`config.mk`:
```
export PLATFORM = sky130hd
export DESIGN_NAME = muldiv_seq_16
export DESIGN_NICKNAME = d
export VERILOG_FILES = /design/src/rtl/muldiv_seq_16.sv
export SDC_FILE = /design/constraint.sdc
export NUM_CORES = 1
export LEC_CHECK = 0
export ABC_AREA = 1
export BUFFER_PORTS_ARGS = -buffer_cell sky130_fd_sc_hd__buf_2
export CORE_MARGIN = 5
export CORE_UTILIZATION = 30
export DETAILED_ROUTE_END_ITERATION = 12
export HOLD_SLACK_MARGIN = 0.08
export PLACE_DENSITY_LB_ADDON = 0.05
export SKIP_LAST_GASP = 1
export SLEW_MARGIN = 20
export SYNTH_ARGS = -nofsm -noshare
export SYNTH_HDL_FRONTEND = slang
export SYNTH_SLANG_ARGS = --single-unit
```
`constraint.sdc`:
```
create_clock -name clk -period 1.82 [get_ports clk]
set_input_delay 0.182 -clock clk [delete_from_list [all_inputs] [get_ports clk]]
set_output_delay 0.182 -clock clk [all_outputs]
set_load 0.01 [all_outputs]
```
`src/rtl/muldiv_seq_16.sv`:
```
// Iterative 16x16 unsigned multiplier / 16/16 unsigned divider that borrows an
// external combinational alu_16 for one add or subtract per clock.
module muldiv_seq_16 #(
  parameter logic [3:0] OP_ADD = 4'b1001,
  parameter logic [3:0] OP_SUB = 4'b0110
) (
  input  logic        clk,
  input  logic        reset,
  input  logic        start,
  input  logic        op_div,
  input  logic [15:0] a,
  input  logic [15:0] b,
  output logic        busy,
  output logic        done,
  output logic        div0,
  output logic [15:0] res_hi,
  output logic [15:0] res_lo,
  output logic [3:0]  alu_op,
  output logic        alu_mode,
  output logic [15:0] alu_x,
  output logic [15:0] alu_y,
  output logic        alu_cin,
  input  logic [15:0] alu_z,
  input  logic        alu_cout,
  output logic [1:0]  dbg_state
);

  typedef enum logic [1:0] {IDLE = 2'd0, RUN = 2'd1, DONE = 2'd2} state_t;

  state_t      state, state_nxt;
  logic [3:0]  count;
  logic        is_div;
  logic [15:0] acc;     // hi (MUL) / partial remainder r (DIV)
  logic [15:0] lo;      // multiplier bits lo (MUL) / quotient q (DIV)
  logic [15:0] opnd;    // multiplicand mc (MUL) / divisor d (DIV)
  logic [15:0] acc_nxt, lo_nxt, shift_r, sum_s;
  logic        sum_c, take;
  logic        accept, div_by_zero, running, last_iter;

  assign accept      = start && (state != RUN);
  assign div_by_zero = accept && op_div && (b == 16'd0);
  assign running     = (state == RUN);
  assign last_iter   = running && (count == 4'd15);

  assign busy      = running;
  assign done      = (state == DONE);
  assign dbg_state = state;

  // Idle drive is a harmless 0+0 add with no carry in.
  assign shift_r  = {acc[14:0], lo[15]};
  assign alu_mode = 1'b0;
  assign alu_op   = (running && is_div) ? OP_SUB : OP_ADD;
  assign alu_cin  = !(running && is_div);
  assign alu_x    = running ? (is_div ? shift_r : acc) : 16'd0;
  assign alu_y    = running ? opnd : 16'd0;

  always_comb begin
    sum_c   = 1'b0;
    sum_s   = acc;
    take    = 1'b0;
    acc_nxt = acc;
    lo_nxt  = lo;
    if (is_div) begin
      // r[15] set means the shifted remainder is 17 bits wide, so it always covers d.
      take    = acc[15] || !alu_cout;
      acc_nxt = take ? alu_z : shift_r;
      lo_nxt  = {lo[14:0], take};
    end else begin
      if (lo[0]) begin
        sum_c = !alu_cout;
        sum_s = alu_z;
      end
      acc_nxt = {sum_c, sum_s[15:1]};
      lo_nxt  = {sum_s[0], lo[15:1]};
    end
  end

  always_comb begin
    state_nxt = state;
    case (state)
      IDLE, DONE: begin
        if (accept) state_nxt = div_by_zero ? DONE : RUN;
        else        state_nxt = IDLE;
      end
      RUN:     if (count == 4'd15) state_nxt = DONE;
      default: state_nxt = IDLE;
    endcase
  end

  always_ff @(posedge clk) begin
    if (reset) begin
      state  <= IDLE;
      count  <= 4'd0;
      is_div <= 1'b0;
      acc    <= 16'd0;
      lo     <= 16'd0;
      opnd   <= 16'd0;
      div0   <= 1'b0;
      res_hi <= 16'd0;
      res_lo <= 16'd0;
    end else begin
      state <= state_nxt;
      if (accept) begin
        count  <= 4'd0;
        is_div <= op_div;
        acc    <= 16'd0;
        lo     <= op_div ? a : b;
        opnd   <= op_div ? b : a;
        div0   <= div_by_zero;
        if (div_by_zero) begin
          res_hi <= a;
          res_lo <= 16'hFFFF;
        end
      end else if (running) begin
        count <= count + 4'd1;
        acc   <= acc_nxt;
        lo    <= lo_nxt;
        if (last_iter) begin
          res_hi <= acc_nxt;
          res_lo <= lo_nxt;
        end
      end
    end
  end

endmodule

```
* Word-level counts from Yosys, hierarchy flattened
Index checks and enable logic that the tools add are counted.
Word-level totals: register bits 88, word-level logic and storage cells 56
Operators by class: add/subtract/negate cells 1, equality and inequality tests 6, multiplexer cells 25, reduce and logical (&&, ||, !) cells 15
Operators by type and width (number):
- 16-bit 2-to-1 mux | 19
- 16-bit zero test | 1
- 2-bit 2-to-1 mux | 3
- 2-bit by 1-bit inequality test with 1-bit output (second input constant) | 3
- 1-bit logical AND | 5
- 4-bit by 1-bit adder with 4-bit output (second input constant) | 1
- 4-bit equality test (second input constant) | 1
- 4-bit 2-to-1 mux | 1
- 2-bit one-hot mux with 2 select lines | 1
- 2-bit nonzero test | 2
- 2-bit OR reduction | 2
- 3-bit AND reduction | 1
- 2-bit by 1-bit equality test with 1-bit output (second input constant) | 1
- 2-bit equality test (second input constant) | 1
- 1-bit zero test | 2
- 2-bit zero test | 1
- 1-bit logical OR | 1
- 1-bit 2-to-1 mux | 1

* Logic depth before layout (Yosys ltp)
word-level depth 7, mapped depth 11, mapped depth without buffers 10

* Worst setup path after synthesis
No wires, ideal clock.
path kind register to output, from register is_div, to output port alu_x[0], data arrival time 1.378 ns, data required time 1.638 ns, slack 0.260 ns, stages on the path, launching flop included 7, buffers on the path 2, path through dfxtp_1 > clkbuf_1 > inv_1 > clkbuf_1 > nor2_1 > inv_1 > o22ai_1
On the way: cells in the longest elaborated chain, start to end 2
Ends and longest elaborated chain:
- start: declaration | line 32 | logic is_div;
- start signal: assignment | line 105 | is_div <= op_div;
- 16-bit 2-to-1 mux (2 in series) | line 54 | assign alu_x = running ? (is_div ? shift_r : acc) : 16'd0;
- end: declaration | line 20 | output logic [15:0] alu_x,
No other way between the ends.

* Final worst setup path
from register state[1] (netlist: dbg_state[1]), to output port alu_x[0]
On the way: cells in the longest elaborated chain, start to end 2
Ends and longest elaborated chain:
- start: declaration | line 30 | state_t state, state_nxt;
- start signal: assignment | line 102 | state <= state_nxt;
- 2-bit by 1-bit equality test with 1-bit output | line 42 | assign running = (state == RUN);
- 16-bit 2-to-1 mux | line 54
No other way between the ends.

==> metrics.md <==
| Metric | Value |
|---|---|
| Layout Nets | `1000` |
| Ratio of cells with drive above 1 in the final layout | `20.4%` |
| Startpoint Class | `flop` |
| Die Area | `between 15000 and 20000 sq um` |
| RePlAce Congestion | `0.805` |
| Synth Instances | `840` |
| Antenna fix cells | `0` |
| I/O Pins | `128` |
| Largest delay share family, worst path | `buffers and inverters` |
| Synth cell count leaders | `nand2_1, o21ai_0, inv_1` |
| Row count | `between 40 and 50` |
| Port Buffers | `126` |
| Levels on crit path | `7` |
| Clk slew on worst S/H paths | `around 0.06 ns` |
| Initial antenna violation count | `0` |
| Cell with the largest stage delay on the worst path | `dfxtp_2` |
| Slew of the pin with the lowest slew margin | `0.495 ns` |
| First-pass GRT wire length | `30000 um` |
| CP max FO | `13` |
| DRT Pass-1 Iters | `6` |
| Pins Over Slew Limit | `0` |
| CP Buf/Inv Count | `4` |
| Global Route met2 Usage | `~33%` |
| Total negative slack | `0 ns` |
| CP Cell Sequence | `inv_2 > nand2_2 > buf_12 > nor2_4 > inv_1 > o22ai_2 > buf_2` |
| Num CTS Buffers | `9` |
| Tcrit/Tclk final | `between 90% and 100%` |
| Endpoints failing hold | `0` |
| Mapped Area | `around 5000 sq um` |
| YS warnings | `0` |
| Cell count after placement | `1148` |
| Grt ovf | `0` |
| Kind of critical path | `reg -> out` |
| CTS Sinks | `88` |
| CP required | `1.64 ns` |
| Leakage | `approximately 3.2 nW` |
| Number of synthesized flops with an enable pin | `0` |
| Post-synth top area share | `34.4%` |
| Die H | `141 um` |
| Final min period | `between 1.5 and 2 ns` |
| DR DRC count | `0` |
| Highest cell delay on the worst timing path | `0.34 ns` |
| Most frequent cell after synthesis | `nand2_1` |
| #FFs+latches synth | `88` |
| DPL Wire Length | `between 10000 and 15000 um` |
| Final setup vio count | `0` |
| Met1 Track Usage GR | `24.6%` |
| CTS tree | `built` |
| Top cells by area, synth | `dfxtp_1, nand2_1, o21ai_0` |
| Vias in the first global route | `roughly 5500` |
| Status | `complete, no violations` |
| Total track usage | `19.1%` |
| H-Tree Depth | `3` |
| MaxCap Viol Count | `0` |
| Dominant synthesized flop cell | `dfxtp_1` |
| Crit end category | `primary output` |
| VDD IR max | `0.482 mV` |
| Largest net degree at the start of global routing | `59` |
| Initial DRC count | `294` |
| Avg Cell Area, Syn | `6.09 sq um` |
| Max frequency | `564 MHz` |
| GRT busiest layer | `met2` |
| Via Count | `~5600` |
| CTS Root Cell | `clkbuf_16` |
| Worst endpoint data arrival time | `1.59 ns` |
| WL/cell | `~16 um` |
| Pwr dens | `896 nW/um^2` |
| GR Layer Usage met3 | `2.81%` |
| Clock latency at the later pin of the worst-skew pair | `0.35 ns` |
| Die width | `141 um` |
| RSZ-0062 raised after global routing | `true` |
| DR vias/cell | `4.82` |
| Syn Nets | `894` |
| Fin cells | `around 1200` |
| Starting Density | `30.7%` |
| Hold crit path type | `in -> reg` |
| Max Root-Sink Buffers | `2` |
| Seq/Total Area, Yosys | `34.4%` |
| Setup Skew | `about 0.011 ns` |
| Core area | `16600 sq um` |
| Reg2Reg Depth | `9` |
| Distinct cells, synth | `32` |
| Worst rel slew slack | `66.6%` |
| Hold path cells | `3` |
| Synth-to-Final Area Change | `26.8%` |
| Asr flop ratio synth | `0%` |
| Routed Antenna Nets | `0` |
| CTS Hold Bufs | `0` |
| DRT Wirelength | `between 15000 and 20000 um` |
| Area leader, netlist | `dfxtp_1` |
-- tightest hold or removal path: cells and delay by family --
kind,cells,cell delay (ns)
compound gates,2,0.16
buf+inv,1,0.09
-- state kept, by name, summed over array words and instances (netlist names) --
register and cells:
lo 16, dbg_state 2, is_div 1, count 4, acc 16, div0 1, res_hi 16, res_lo 16
opnd 16
-- per-layer routing --
layer | vias to the layer above | wire, um
met3 | 23 | 816
met1 | 2589 | 8470
met4 | 0 | 413
met5 | - | 0
li1 | 2892 | -
met2 | 142 | 9520
-- metrics by stage --
stage	utilization, %	hold WS, ns	area (sq um)	worst slack [ns]	power, mW
floorplan	-	0.360	5120	0.260	3.19
global placement	36.0	0.457	6000	0.144	3.75
detailed placement	36.0	0.458	6000	0.114	3.77
CTS	38.5	0.124	6400	-0.00810	5.85
global route	39.0	0.138	6490	-0.0281	6.16
finish	39.0	0.137	6490	0.0471	5.81
-- path summary, 6_finish.rpt --
| path | startpoint | end | slack [ns] |
|---|---|---|---|
| setup / recovery | dbg_state[1] | alu_x[0] | 0.05 |
| hold / removal | a[11] | opnd[11] | 0.14 |
| hold reg to reg | lo[15] | lo[15] | 0.47 |
| setup reg to reg | dbg_state[1] | lo[12] | 0.10 |
-- what timing repair did --
item | CTS | global route
gates resized for setup | 7 | 13
buffers inserted | 0 | 3
hold endpoints to repair | 0 | 0
endpoints found under the setup margin | 16 | 32
cloned | 2 | 2
pin swaps | 0 | 2
-- cells in the final DEF (no fill, tap or decap), types with 3 or more instances in the layout --
cell type and count:
nand2_1 186, buf_2 126, o21ai_0 114, inv_1 112, nor2_1 102, dfxtp_1 86
a21oi_1 78, nand3_1 36, buf_4 20, o22ai_1 17, clkbuf_16 9, buf_12 6
inv_2 4, a31o_2 4, a221oi_1 4, nor2_4 3, o21ai_1 3, o21bai_1 3
a211oi_1 3, nand3b_1 3
-- logic make-up after synthesis --
logic type / synth area share [%]
buffers and inverters: 14.1
other: 0.0733
adder cells (fa/ha/maj): 0.244
XOR/XNOR: 0.342
flip-flops: 34.4
AND/OR/NAND/NOR: 26.7
AO/OA/AOI/OAI: 24.1
-- power by group --
part	internal (mW)	total, mW	switching, mW	leakage [nW]
sequential	2.11	2.21	0.0998	0.725
clock	1.20	2.00	0.797	0.150
combinational	0.583	1.60	1.02	2.35
-- layout make-up --
class / count / area (sq um)
tap: 220 / 275
multi-input combinational: 574 / 2700
fill: 1819 / 10200
sequential: 88 / 1770
clock buffer: 11 / 233
clock inverter: 5 / 81.3
inverter: 117 / 442
timing repair buffer: 156 / 988
(Power assumes the default switching activity.)
